**src/rtl/pwm_csr_bank_if.sv**
```systemverilog
// Byte-level link between the SPI slave and the PWM register bank.
interface pwm_csr_bank_if;
  logic       frame_active;
  logic [7:0] rx_data;
  logic       rx_valid;
  logic [7:0] tx_data;
  logic       tx_load;

  modport master (
    output frame_active, rx_data, rx_valid,
    input  tx_data, tx_load
  );

  modport slave (
    input  frame_active, rx_data, rx_valid,
    output tx_data, tx_load
  );
endinterface

```
**src/rtl/pwm_csr_bank.sv**
```systemverilog
// Byte-framed DUTY/CTRL register bank driving NUM_CH PWM outputs from one shared counter.
// Define PWM_SYNC_UPDATE_EN to defer DUTY writes to the next counter wrap.
module pwm_csr_bank #(
  parameter int unsigned NUM_CH = 7,
  parameter int unsigned CNT_W  = 15
) (
  input  logic              sys_clk,
  input  logic              rst_n,
  pwm_csr_bank_if.slave     bus,
  output logic              err,
  output logic [NUM_CH-1:0] pwm_out
);

  typedef enum logic [2:0] {StCmd, StWrHi, StWrLo, StRdLo, StDone} state_e;

  state_e            state_q, state_d;
  logic [CNT_W-1:0]  cnt_q, cnt_d;
  logic [15:0]       duty_q [NUM_CH];
  logic [15:0]       duty_d [NUM_CH];
  logic [15:0]       duty_rd [NUM_CH];
  logic [NUM_CH-1:0] en_q, en_d, inv_q, inv_d;
  logic [2:0]        chan_q, chan_d;
  logic [1:0]        sel_q, sel_d;
  logic              ok_q, ok_d;
  logic [7:0]        shadow_q, shadow_d;
  logic [7:0]        tx_data_q, tx_data_d;
  logic              tx_load_q, tx_load_d;
  logic              err_q, err_d;
  logic [NUM_CH-1:0] pwm_q, pwm_d;

  logic              accept;
  logic [2:0]        rd_chan;
  logic [1:0]        rd_sel;
  logic              rd_ok;
  logic [15:0]       rd_word;
  logic [15:0]       wr_word;
  logic [NUM_CH-1:0] duty_we, ctrl_we;

`ifdef PWM_SYNC_UPDATE_EN
  logic [15:0]       pend_q [NUM_CH];
  logic [15:0]       pend_d [NUM_CH];
  logic              wrap;
  assign wrap = (cnt_q == {CNT_W{1'b1}});
`endif

  function automatic logic tgt_ok(logic [2:0] ch, logic [1:0] sel);
    return (32'(ch) < NUM_CH) && !sel[1];
  endfunction

  assign accept = bus.rx_valid & bus.frame_active;
  assign cnt_d  = cnt_q + CNT_W'(1);

  // Reads see the pending value when deferred updates are enabled.
  always_comb begin
    for (int i = 0; i < NUM_CH; i++) begin
`ifdef PWM_SYNC_UPDATE_EN
      duty_rd[i] = pend_q[i];
`else
      duty_rd[i] = duty_q[i];
`endif
    end
  end

  // Command byte addresses the read directly; the low byte reuses the latched target.
  always_comb begin
    rd_chan = (state_q == StCmd) ? bus.rx_data[4:2] : chan_q;
    rd_sel  = (state_q == StCmd) ? bus.rx_data[1:0] : sel_q;
    rd_ok   = tgt_ok(rd_chan, rd_sel);
    rd_word = '0;
    if (rd_ok) begin
      for (int i = 0; i < NUM_CH; i++) begin
        if (rd_chan == 3'(i)) begin
          rd_word = rd_sel[0] ? {14'd0, inv_q[i], en_q[i]} : duty_rd[i];
        end
      end
    end
  end

  always_comb begin
    state_d   = state_q;
    chan_d    = chan_q;
    sel_d     = sel_q;
    ok_d      = ok_q;
    shadow_d  = shadow_q;
    tx_data_d = tx_data_q;
    tx_load_d = 1'b0;
    err_d     = err_q;
    duty_we   = '0;
    ctrl_we   = '0;
    wr_word   = {shadow_q, bus.rx_data};
    if (!bus.frame_active) begin
      state_d = StCmd;
    end else if (accept) begin
      unique case (state_q)
        StCmd: begin
          chan_d = bus.rx_data[4:2];
          sel_d  = bus.rx_data[1:0];
          ok_d   = rd_ok;
          if (!rd_ok) err_d = 1'b1;
          if (bus.rx_data[7]) begin
            state_d = StWrHi;
          end else begin
            tx_data_d = rd_word[15:8];
            tx_load_d = 1'b1;
            state_d   = StRdLo;
          end
        end
        StWrHi: begin
          shadow_d = bus.rx_data;
          state_d  = StWrLo;
        end
        StWrLo: begin
          if (ok_q) begin
            for (int i = 0; i < NUM_CH; i++) begin
              if (chan_q == 3'(i)) begin
                if (sel_q[0]) ctrl_we[i] = 1'b1;
                else          duty_we[i] = 1'b1;
              end
            end
          end
          state_d = StDone;
        end
        StRdLo: begin
          tx_data_d = rd_word[7:0];
          tx_load_d = 1'b1;
          state_d   = StDone;
        end
        StDone:  state_d = StDone;
        default: state_d = StCmd;
      endcase
    end
  end

  always_comb begin
    for (int i = 0; i < NUM_CH; i++) begin
      en_d[i]  = ctrl_we[i] ? bus.rx_data[0] : en_q[i];
      inv_d[i] = ctrl_we[i] ? bus.rx_data[1] : inv_q[i];
`ifdef PWM_SYNC_UPDATE_EN
      // A commit in the wrap cycle lands in pend and waits for the next wrap.
      pend_d[i] = duty_we[i] ? wr_word : pend_q[i];
      duty_d[i] = wrap ? pend_q[i] : duty_q[i];
`else
      duty_d[i] = duty_we[i] ? wr_word : duty_q[i];
`endif
      pwm_d[i] = en_q[i] & (inv_q[i] ^ (16'(cnt_q) < duty_q[i]));
    end
  end

  always_ff @(posedge sys_clk or negedge rst_n) begin
    if (!rst_n) begin
      state_q   <= StCmd;
      cnt_q     <= '0;
      en_q      <= '0;
      inv_q     <= '0;
      chan_q    <= '0;
      sel_q     <= '0;
      ok_q      <= 1'b0;
      shadow_q  <= '0;
      tx_data_q <= '0;
      tx_load_q <= 1'b0;
      err_q     <= 1'b0;
      pwm_q     <= '0;
      for (int i = 0; i < NUM_CH; i++) begin
        duty_q[i] <= '0;
`ifdef PWM_SYNC_UPDATE_EN
        pend_q[i] <= '0;
`endif
      end
    end else begin
      state_q   <= state_d;
      cnt_q     <= cnt_d;
      en_q      <= en_d;
      inv_q     <= inv_d;
      chan_q    <= chan_d;
      sel_q     <= sel_d;
      ok_q      <= ok_d;
      shadow_q  <= shadow_d;
      tx_data_q <= tx_data_d;
      tx_load_q <= tx_load_d;
      err_q     <= err_d;
      pwm_q     <= pwm_d;
      for (int i = 0; i < NUM_CH; i++) begin
        duty_q[i] <= duty_d[i];
`ifdef PWM_SYNC_UPDATE_EN
        pend_q[i] <= pend_d[i];
`endif
      end
    end
  end

  assign bus.tx_data = tx_data_q;
  assign bus.tx_load = tx_load_q;
  assign err         = err_q;
  assign pwm_out     = pwm_q;

endmodule

```
**src/flat_wrapper.sv**
```systemverilog
// flat-port wrapper written by rule: the top's interface ports become plain ports
module pwm_csr_bank_flat 
#(
  parameter int unsigned NUM_CH = 7,
  parameter int unsigned CNT_W  = 15
)
  (sys_clk, rst_n, err, pwm_out, bus_frame_active, bus_rx_data, bus_rx_valid, bus_tx_data, bus_tx_load);
  pwm_csr_bank_if bus_i ();
  input  logic sys_clk;
  input  logic rst_n;
  output logic err;
  output logic [NUM_CH-1:0] pwm_out;
  input wire logic [$bits(bus_i.frame_active)-1:0] bus_frame_active;
  input wire logic [$bits(bus_i.rx_data)-1:0] bus_rx_data;
  input wire logic [$bits(bus_i.rx_valid)-1:0] bus_rx_valid;
  output wire logic [$bits(bus_i.tx_data)-1:0] bus_tx_data;
  output wire logic [$bits(bus_i.tx_load)-1:0] bus_tx_load;
  assign bus_i.frame_active = bus_frame_active;
  assign bus_i.rx_data = bus_rx_data;
  assign bus_i.rx_valid = bus_rx_valid;
  assign bus_tx_data = bus_i.tx_data;
  assign bus_tx_load = bus_i.tx_load;
  pwm_csr_bank #(.NUM_CH(NUM_CH), .CNT_W(CNT_W)) u_core (.sys_clk(sys_clk), .rst_n(rst_n), .bus(bus_i), .err(err), .pwm_out(pwm_out));
endmodule
```
**config.mk**
```make
export PLATFORM = sky130hd
export DESIGN_NAME = pwm_csr_bank_flat
export DESIGN_NICKNAME = d
export VERILOG_FILES = /design/src/rtl/pwm_csr_bank_if.sv /design/src/rtl/pwm_csr_bank.sv /design/src/flat_wrapper.sv
export SDC_FILE = /design/constraint.sdc
export NUM_CORES = 1
export LEC_CHECK = 0
export CAP_MARGIN = 5
export CORE_UTILIZATION = 55
export CTS_CLUSTER_DIAMETER = 40
export CTS_CLUSTER_SIZE = 16
export DETAILED_ROUTE_END_ITERATION = 10
export PLACE_DENSITY_LB_ADDON = 0.12
export SYNTH_ARGS = -nofsm -noshare
export SYNTH_HDL_FRONTEND = slang
export SYNTH_SLANG_ARGS = --single-unit
```
**constraint.sdc**
```tcl
create_clock -name sys_clk -period 5.1 [get_ports sys_clk]
set_input_delay 0.765 -clock sys_clk [delete_from_list [all_inputs] [get_ports sys_clk]]
set_output_delay 0.765 -clock sys_clk [all_outputs]
set_load 0.01 [all_outputs]
```
==> impl_metrics.py, run 1 <==
metrics = {
    "sta": {
        "relSlewSlack": 0.223,
        "period_minus_slack_ns": 3.41,
        "skew_ns": 0.00857,
        "rsz0062_at_grt": "no",
        "post-route-period-util": 0.668,
        "max_freq_mhz": 294,
        "hold_viol": 0,
        "tightest_slew_ns": 1.16,
        "final-setup-viol-count": 0,
        "slew_violations": 0,
        "fin_setup_tns_ns": 0,
    },
    "grt": {
        "grt.overflow.total": 0,
        "antenna_found_initial": 0,
        "grt_use_total": 0.330,
        "grt_pass1_wl_microns": 47600,
        "grt_max_degree": 87,
        "grt_pass1_vias": 8030,
    },
    "setup_path": {
        "cp-end-kind": "register",
        "r2r-end": "u_core.bus.tx_data[7]$_DFFE_PN0P_",
        "cp_data_arrival_time_ns": 3.74,
        "reg2regPathDepth": 6,
        "rrSetupSlack_ns": 1.69,
        "critPathKind": "reg2reg",
        "cp.required_ns": 5.43,
        "cp-start-kind": "register",
        "reg2reg_from": "u_core.state_q[0]$_DFFE_PN0P_",
        "crit_fanout": 19,
    },
    "cts": {
        "hold_buffers": 0,
        "clkTransAtPathRegs_ns": 0.07,
        "post_cts_buffers": 0,
        "cts_buffers": 17,
        "cts_buffer_depth": 2,
        "h-tree-depth": 4,
        "post_cts_resized": 0,
        "clock_sinks": 175,
        "insertion_delay_ns": 0.45,
        "cts_tree": "yes",
        "root_buffer": "clkbuf_16",
    },
    "place": {
        "placed_area_sq_um": 11000,
        "routabilityCongestion": 0.928,
        "port_buffers": 28,
        "hpwl_microns": 21900,
    },
    "layout": {
        "synthToLayoutAreaGrowth_pct": 9.93,
        "design_area_sq_um": 11500,
        "drive_above_1_share": 0.166,
        "diodes": 0,
        "nNetsFinal": 1156,
        "final-seq-area_sq_um": 4380,
        "fillers": 1557,
        "multiInputGateArea_sq_um": 5560,
    },
    "synthesis": {
        "synth_edf_count": 0,
        "synthTopCellsByArea": "dfrtp_1 (42%), mux2_2 (13%), ha_1 (12%)",
        "synth_fp_nets": 1136,
        "syn_inst": 1025,
        "ys_ff_latch": 175,
        "yosys.area.top_type": "dfrtp_1",
        "avgSynthCellArea_sq_um": 10.2,
        "synthesis.area_sq_um": 10500,
        "yosys_warnings": 0,
        "netlist.area_leader.share": 0.418,
        "post_synth_num_cell_types": 55,
        "synthFlopType": "dfrtp_1",
        "synth-seq-area-share": 0.418,
        "synthArstFlopShare": 1.00,
    },
    "power": {
        "p_comb_frac": 0.218,
        "leakage_nw": 5.45,
        "swShare": 0.349,
        "power_density_nw_per_um2": 335,
        "peakVddDrop_v": 0.000263,
        "clockPowerShare": 0.333,
        "seqPwrFrac": 0.449,
        "p_int_mw": 2.51,
        "switching_power_mw": 1.35,
    },
    "floorplan": {
        "die_area_sq_um": 19600,
        "core_sq_um": 18700,
        "initial_core_util": 0.561,
        "die_x_microns": 140,
        "row_count": 50,
        "die_y_microns": 140,
        "ios": 29,
    },
    "drt": {
        "vias": 8051,
        "avgRoutedWirePerCell_microns": 23.8,
        "drc": 0,
        "vias_per_cell": 6.24,
        "drt-initial-drc-count": 672,
        "drt_wl_total_microns": 30700,
        "drt_first_pass_iters": 6,
        "antenna_left": 0,
    },
    "worst_hold_path": {
        "hold_class": "in2async",
    },
    "job": {
        "drv_cap": 0,
    },
    "status": {
        "status": "complete, no violations",
    },
}
==> cells in the mapped netlist, types with 3 or more instances <==
| cell | count |
|---|---|
| o211ai_1 | 9 |
| mux2_2 | 125 |
| nand4_1 | 22 |
| nor3_1 | 9 |
| and2_1 | 7 |
| clkbuf_1 | 21 |
| nor2_1 | 33 |
| a311oi_1 | 5 |
| nand2_1 | 84 |
| o22ai_1 | 6 |
| a21o_1 | 40 |
| nand3_1 | 14 |
| nand2b_1 | 9 |
| buf_2 | 10 |
| o21a_1 | 3 |
| xor2_1 | 10 |
| mux2i_1 | 11 |
| a211oi_1 | 6 |
| a21oi_1 | 74 |
| nor2b_1 | 7 |
| and3_1 | 7 |
| dfrtp_1 | 175 |
| xnor2_1 | 9 |
| nor3b_1 | 6 |
| nand4b_1 | 7 |
| a22oi_1 | 10 |
| o21ai_0 | 60 |
| inv_1 | 104 |
| ha_1 | 99 |
| a222oi_1 | 5 |
| a31oi_1 | 6 |
| o221ai_1 | 3 |
==> worst max-delay path: stages (launching register included) <==
cell and delay, ns:
dfrtp_1 0.57, or3_1 0.67, mux2i_4 0.69, nand3_1 0.63, o21ai_0 0.33, a21oi_1 0.06, a221o_1 0.32
==> flip-flops by register name, indices dropped and copies added, names as in the netlist <==
name / flops
u_core.en_q: 7
u_core.chan_q: 3
u_core.err: 1
u_core.cnt_q: 15
u_core.bus.tx_data: 8
u_core.shadow_q: 8
u_core.sel_q: 2
u_core.pwm_out: 7
u_core.bus.tx_load: 1
u_core.duty_q: 112
u_core.ok_q: 1
u_core.inv_q: 7
u_core.state_q: 3
==> cells in the final DEF, fill, tap and decap left out, drive strengths merged, types with 2 or more instances in the layout <==
cell type / n
a211oi: 6
a21o: 40
a21oi: 74
a222oi: 5
a22oi: 10
a311oi: 5
a31o: 2
a31oi: 7
and2: 8
and3: 7
buf: 7
clkbuf: 18
clkdlybuf4s50: 27
clkinv: 3
dfrtp: 175
ha: 99
inv: 114
mux2: 127
mux2i: 13
nand2: 85
nand2b: 9
nand3: 14
nand3b: 2
nand4: 23
nand4b: 7
nor2: 33
nor2b: 7
nor3: 10
nor3b: 7
o211ai: 9
o21a: 3
o21ai: 60
o221ai: 3
o22ai: 6
o311ai: 2
xnor2: 9
xor2: 10
==> power by group through the flow <==
stage / Combinational (mW) / Sequential, mW / Clock, mW
floorplan: 0.570 / 1.65 / 0
global placement: 0.815 / 1.75 / 0
detailed placement: 0.823 / 1.75 / 0
CTS: 0.829 / 1.73 / 1.30
global route: 0.916 / 1.75 / 1.36
finish: 0.841 / 1.73 / 1.29
==> cells by family (layout without fill, tap and decap cells) <==
group	after synthesis	after routing	synth area share
buffers and inverters	138	170	0.0520
DFF	175	175	0.418
adders and majority gates	99	99	0.118
AOI/OAI and AO/OA	238	238	0.141
xor gates and xnor gates	19	19	0.0159
muxes	140	140	0.152
and+or+nand+nor	216	216	0.103
==> routing by layer <==
metal,global-route usage,vias up,wire length (microns)
met4,0.153,0,1340
met5,0,-,0
li1,-,3703,-
met3,0.0568,71,1820
met1,0.453,3976,13500
met2,0.512,301,14000
==> layout make-up <==
class,instances,area share
Multi-Input combinational cell,712,0.482
Sequential cell,175,0.380
Clock buffer,17,0.0369
Inverter,104,0.0339
Timing Repair Buffer,35,0.0292
Tap cell,234,0.0254
Clock inverter,14,0.0123
==> stage by stage <==
step | util | instances | setup WS, ns | hold WS, ns | power (mW)
2_1_floorplan | - | 1025 | 2.66 | 0.450 | 2.22
3_3_place_gp | 0.586 | 1260 | 1.51 | 0.454 | 2.57
3_5_place_dp | 0.586 | 1260 | 1.46 | 0.456 | 2.58
4_1_cts | 0.616 | 1291 | 1.71 | 0.410 | 3.86
5_1_grt | 0.616 | 1291 | 1.44 | 0.442 | 4.02
6_report | 0.616 | 1291 | 1.69 | 0.380 | 3.86
==> worst max path at each step <==
stage	from	endpoint	slack, ns	cells after the start
after detailed placement	bus_rx_data[2]	u_core.bus.tx_data[7]$_DFFE_PN0P_	1.46	6
final	u_core.state_q[0]$_DFFE_PN0P_	u_core.bus.tx_data[7]$_DFFE_PN0P_	1.69	6
after global routing	u_core.state_q[1]$_DFFE_PN0P_	u_core.bus.tx_data[7]$_DFFE_PN0P_	1.44	6
after floorplan	bus_rx_data[4]	u_core.bus.tx_data[7]$_DFFE_PN0P_	2.66	8
after global placement	bus_rx_data[2]	u_core.bus.tx_data[7]$_DFFE_PN0P_	1.51	6
after CTS	u_core.state_q[0]$_DFFE_PN0P_	u_core.bus.tx_data[7]$_DFFE_PN0P_	1.71	6
No activity file was read; power rests on OpenSTA's default activity.
==> run 2: changes to the inputs <==
clock period = 3.3 ns   (was 5.1 ns; I/O delays follow)
==> run 2 against run 1 <==
Against the previous run: via count rose by 2.2%; highest routed layer unchanged; sequential share of layout area shrank 0.75 points; largest cell class unchanged; sequential power increased by 53%; clock power grew 61%; critical path type unchanged; count of clock-buffer cells in the layout grew 1.
==> impl_metrics.py, run 2 (synthesis results as in run 1) <==
metrics = {
    "cts": {
        "cts_buffers": 17,
        "clock_sinks": 175,
        "post_cts_resized": 0,
        "cts_buffer_depth": 2,
        "clkTransAtPathRegs_ns": 0.08,
        "hold_buffers": 0,
        "root_buffer": "clkbuf_16",
        "cts_tree": "yes",
        "insertion_delay_ns": 0.44,
        "post_cts_buffers": 0,
        "h-tree-depth": 4,
    },
    "drt": {
        "drt-initial-drc-count": 818,
        "drt_first_pass_iters": 5,
        "wl_met3_microns": 2040,
        "avgRoutedWirePerCell_microns": 22.9,
        "drc": 0,
        "met2_length_microns": 13500,
        "wl_met1_microns": 13300,
        "drt_wl_total_microns": 30200,
        "highest_layer": "met4",
        "vias_per_cell": 6.25,
        "antenna_left": 0,
        "vias": 8230,
    },
    "setup_path": {
        "cp-start-kind": "register",
        "cp_data_arrival_time_ns": 3.17,
        "reg2reg_from": "u_core.state_q[1]$_DFFE_PN0P_",
        "cpMostUsedCell": "buf_4",
        "path_cells": "or3_1, buf_4, nor4_1, a31oi_2, buf_4, o211ai_1, a21oi_1, o311ai_0",
        "crit_fanout": 12,
        "cp.required_ns": 3.62,
        "rrSetupSlack_ns": 0.45,
        "r2r-end": "u_core.bus.tx_data[0]$_DFFE_PN0P_",
        "slowest_delay_ns": 0.64,
        "cp-end-kind": "register",
        "critPathKind": "reg2reg",
        "reg2regPathDepth": 8,
        "critical-path-slowest-cell": "or3_1",
        "startpoint": "u_core.state_q[1]$_DFFE_PN0P_",
    },
    "status": {
        "status": "complete, no violations",
    },
    "sta": {
        "fin_setup_tns_ns": 0,
        "max_freq_mhz": 351,
        "post-route-period-util": 0.863,
        "skew_ns": 0.00909,
        "period_minus_slack_ns": 2.85,
        "final-setup-viol-count": 0,
        "tightest_slew_ns": 0.607,
        "slew_violations": 0,
        "rsz0062_at_grt": "no",
        "timing.final.ws_setup_ns": 0.451,
        "relSlewSlack": 0.591,
        "hold_viol": 0,
    },
    "power": {
        "p_comb_frac": 0.222,
        "power.total_mw": 6.07,
        "leakage_nw": 5.58,
        "switching_power_mw": 2.06,
        "swShare": 0.339,
        "clockPowerShare": 0.343,
        "peakVddDrop_v": 0.000443,
        "p_int_mw": 4.01,
        "seqPwrFrac": 0.435,
        "power_density_nw_per_um2": 516,
    },
    "layout": {
        "final_cells": 1316,
        "diodes": 0,
        "final_common_cell": "dfrtp_1",
        "synthToLayoutAreaGrowth_pct": 12.1,
        "regMostFlops": "u_core.duty_q",
        "largest_reg_flops": 112,
        "drive_above_1_share": 0.185,
        "reg_top3": "u_core.duty_q x112, u_core.cnt_q x15",
        "nNetsFinal": 1180,
        "layout_common_cells": "dfrtp_1 (175), mux2_2 (125), inv_1 (104)",
    },
    "floorplan": {
        "core_sq_um": 18700,
        "die_x_microns": 140,
        "row_count": 50,
        "die_area_sq_um": 19600,
        "ios": 29,
        "die_y_microns": 140,
        "initial_core_util": 0.561,
    },
    "place": {
        "routabilityCongestion": 0.981,
        "dp.cells": 1284,
        "port_buffers": 28,
        "place_ws_ns": 0.482,
        "hpwl_microns": 22400,
    },
    "grt": {
        "grt_use_total": 0.325,
        "grt_pass1_vias": 8142,
        "grt.overflow.total": 0,
        "grt_pass1_wl_microns": 47400,
        "antenna_found_initial": 0,
        "grt_max_degree": 65,
    },
    "worst_hold_path": {
        "hold_class": "in2async",
    },
    "job": {
        "drv_cap": 0,
    },
}
==> run 2: worst max path at each step <==
stage / to / slack (ns) / cells after the start
4_1_cts: u_core.bus.tx_data[0]$_DFFE_PN0P_ / 0.51 / 8
5_1_grt: u_core.bus.tx_data[0]$_DFFE_PN0P_ / 0.31 / 8
3_5_place_dp: u_core.bus.tx_data[1]$_DFFE_PN0P_ / 0.48 / 7
3_3_place_gp: u_core.bus.tx_data[7]$_DFFE_PN0P_ / 0.51 / 8
6_report: u_core.bus.tx_data[0]$_DFFE_PN0P_ / 0.45 / 8
2_1_floorplan: u_core.bus.tx_data[1]$_DFFE_PN0P_ / 0.98 / 7
==> run 2: final cells by class <==
| class | instances | area (sq um) |
|---|---|---|
| Fill cell | 1532 | 6950 |
| Multi-Input combinational cell | 712 | 5560 |
| Sequential cell | 175 | 4380 |
| Timing Repair Buffer | 59 | 529 |
| Clock buffer | 18 | 439 |
| Inverter | 104 | 390 |
| Tap cell | 234 | 293 |
| Clock inverter | 14 | 168 |
==> run 2: per-layer routing <==
layer | global-route usage | up-vias
met2 | 0.507 | 344
met5 | 0 | -
met3 | 0.0554 | 79
li1 | - | 3748
met4 | 0.152 | 0
met1 | 0.443 | 4059
==> run 2: power by group through the flow <==
stage          Clock, mW  Sequential, mW  Combinational (mW)
4_1_cts             2.10            2.63                1.33
2_1_floorplan          0            2.55               0.880
3_5_place_dp           0            2.67                1.31
3_3_place_gp           0            2.66                1.29
6_report            2.08            2.64                1.35
5_1_grt             2.18            2.67                1.47
==> run 2: through the flow <==
step                 util  instance area, sq um  hold WS (ns)
global placement    0.596                 11200         0.455
CTS                 0.629                 11800        0.0434
detailed placement  0.596                 11200         0.451
finish              0.629                 11800        0.0247
floorplan               -                 10500         0.199
global route        0.629                 11800        0.0635
==> run 2: critical path, delay by kind of cell (launching register included) <==
family / cells / cell delay, ns
AND/OR/NAND/NOR: 2 / 0.95
AO/OA/AOI/OAI: 4 / 0.71
flip-flops: 1 / 0.53
buffers and inverters: 2 / 0.52
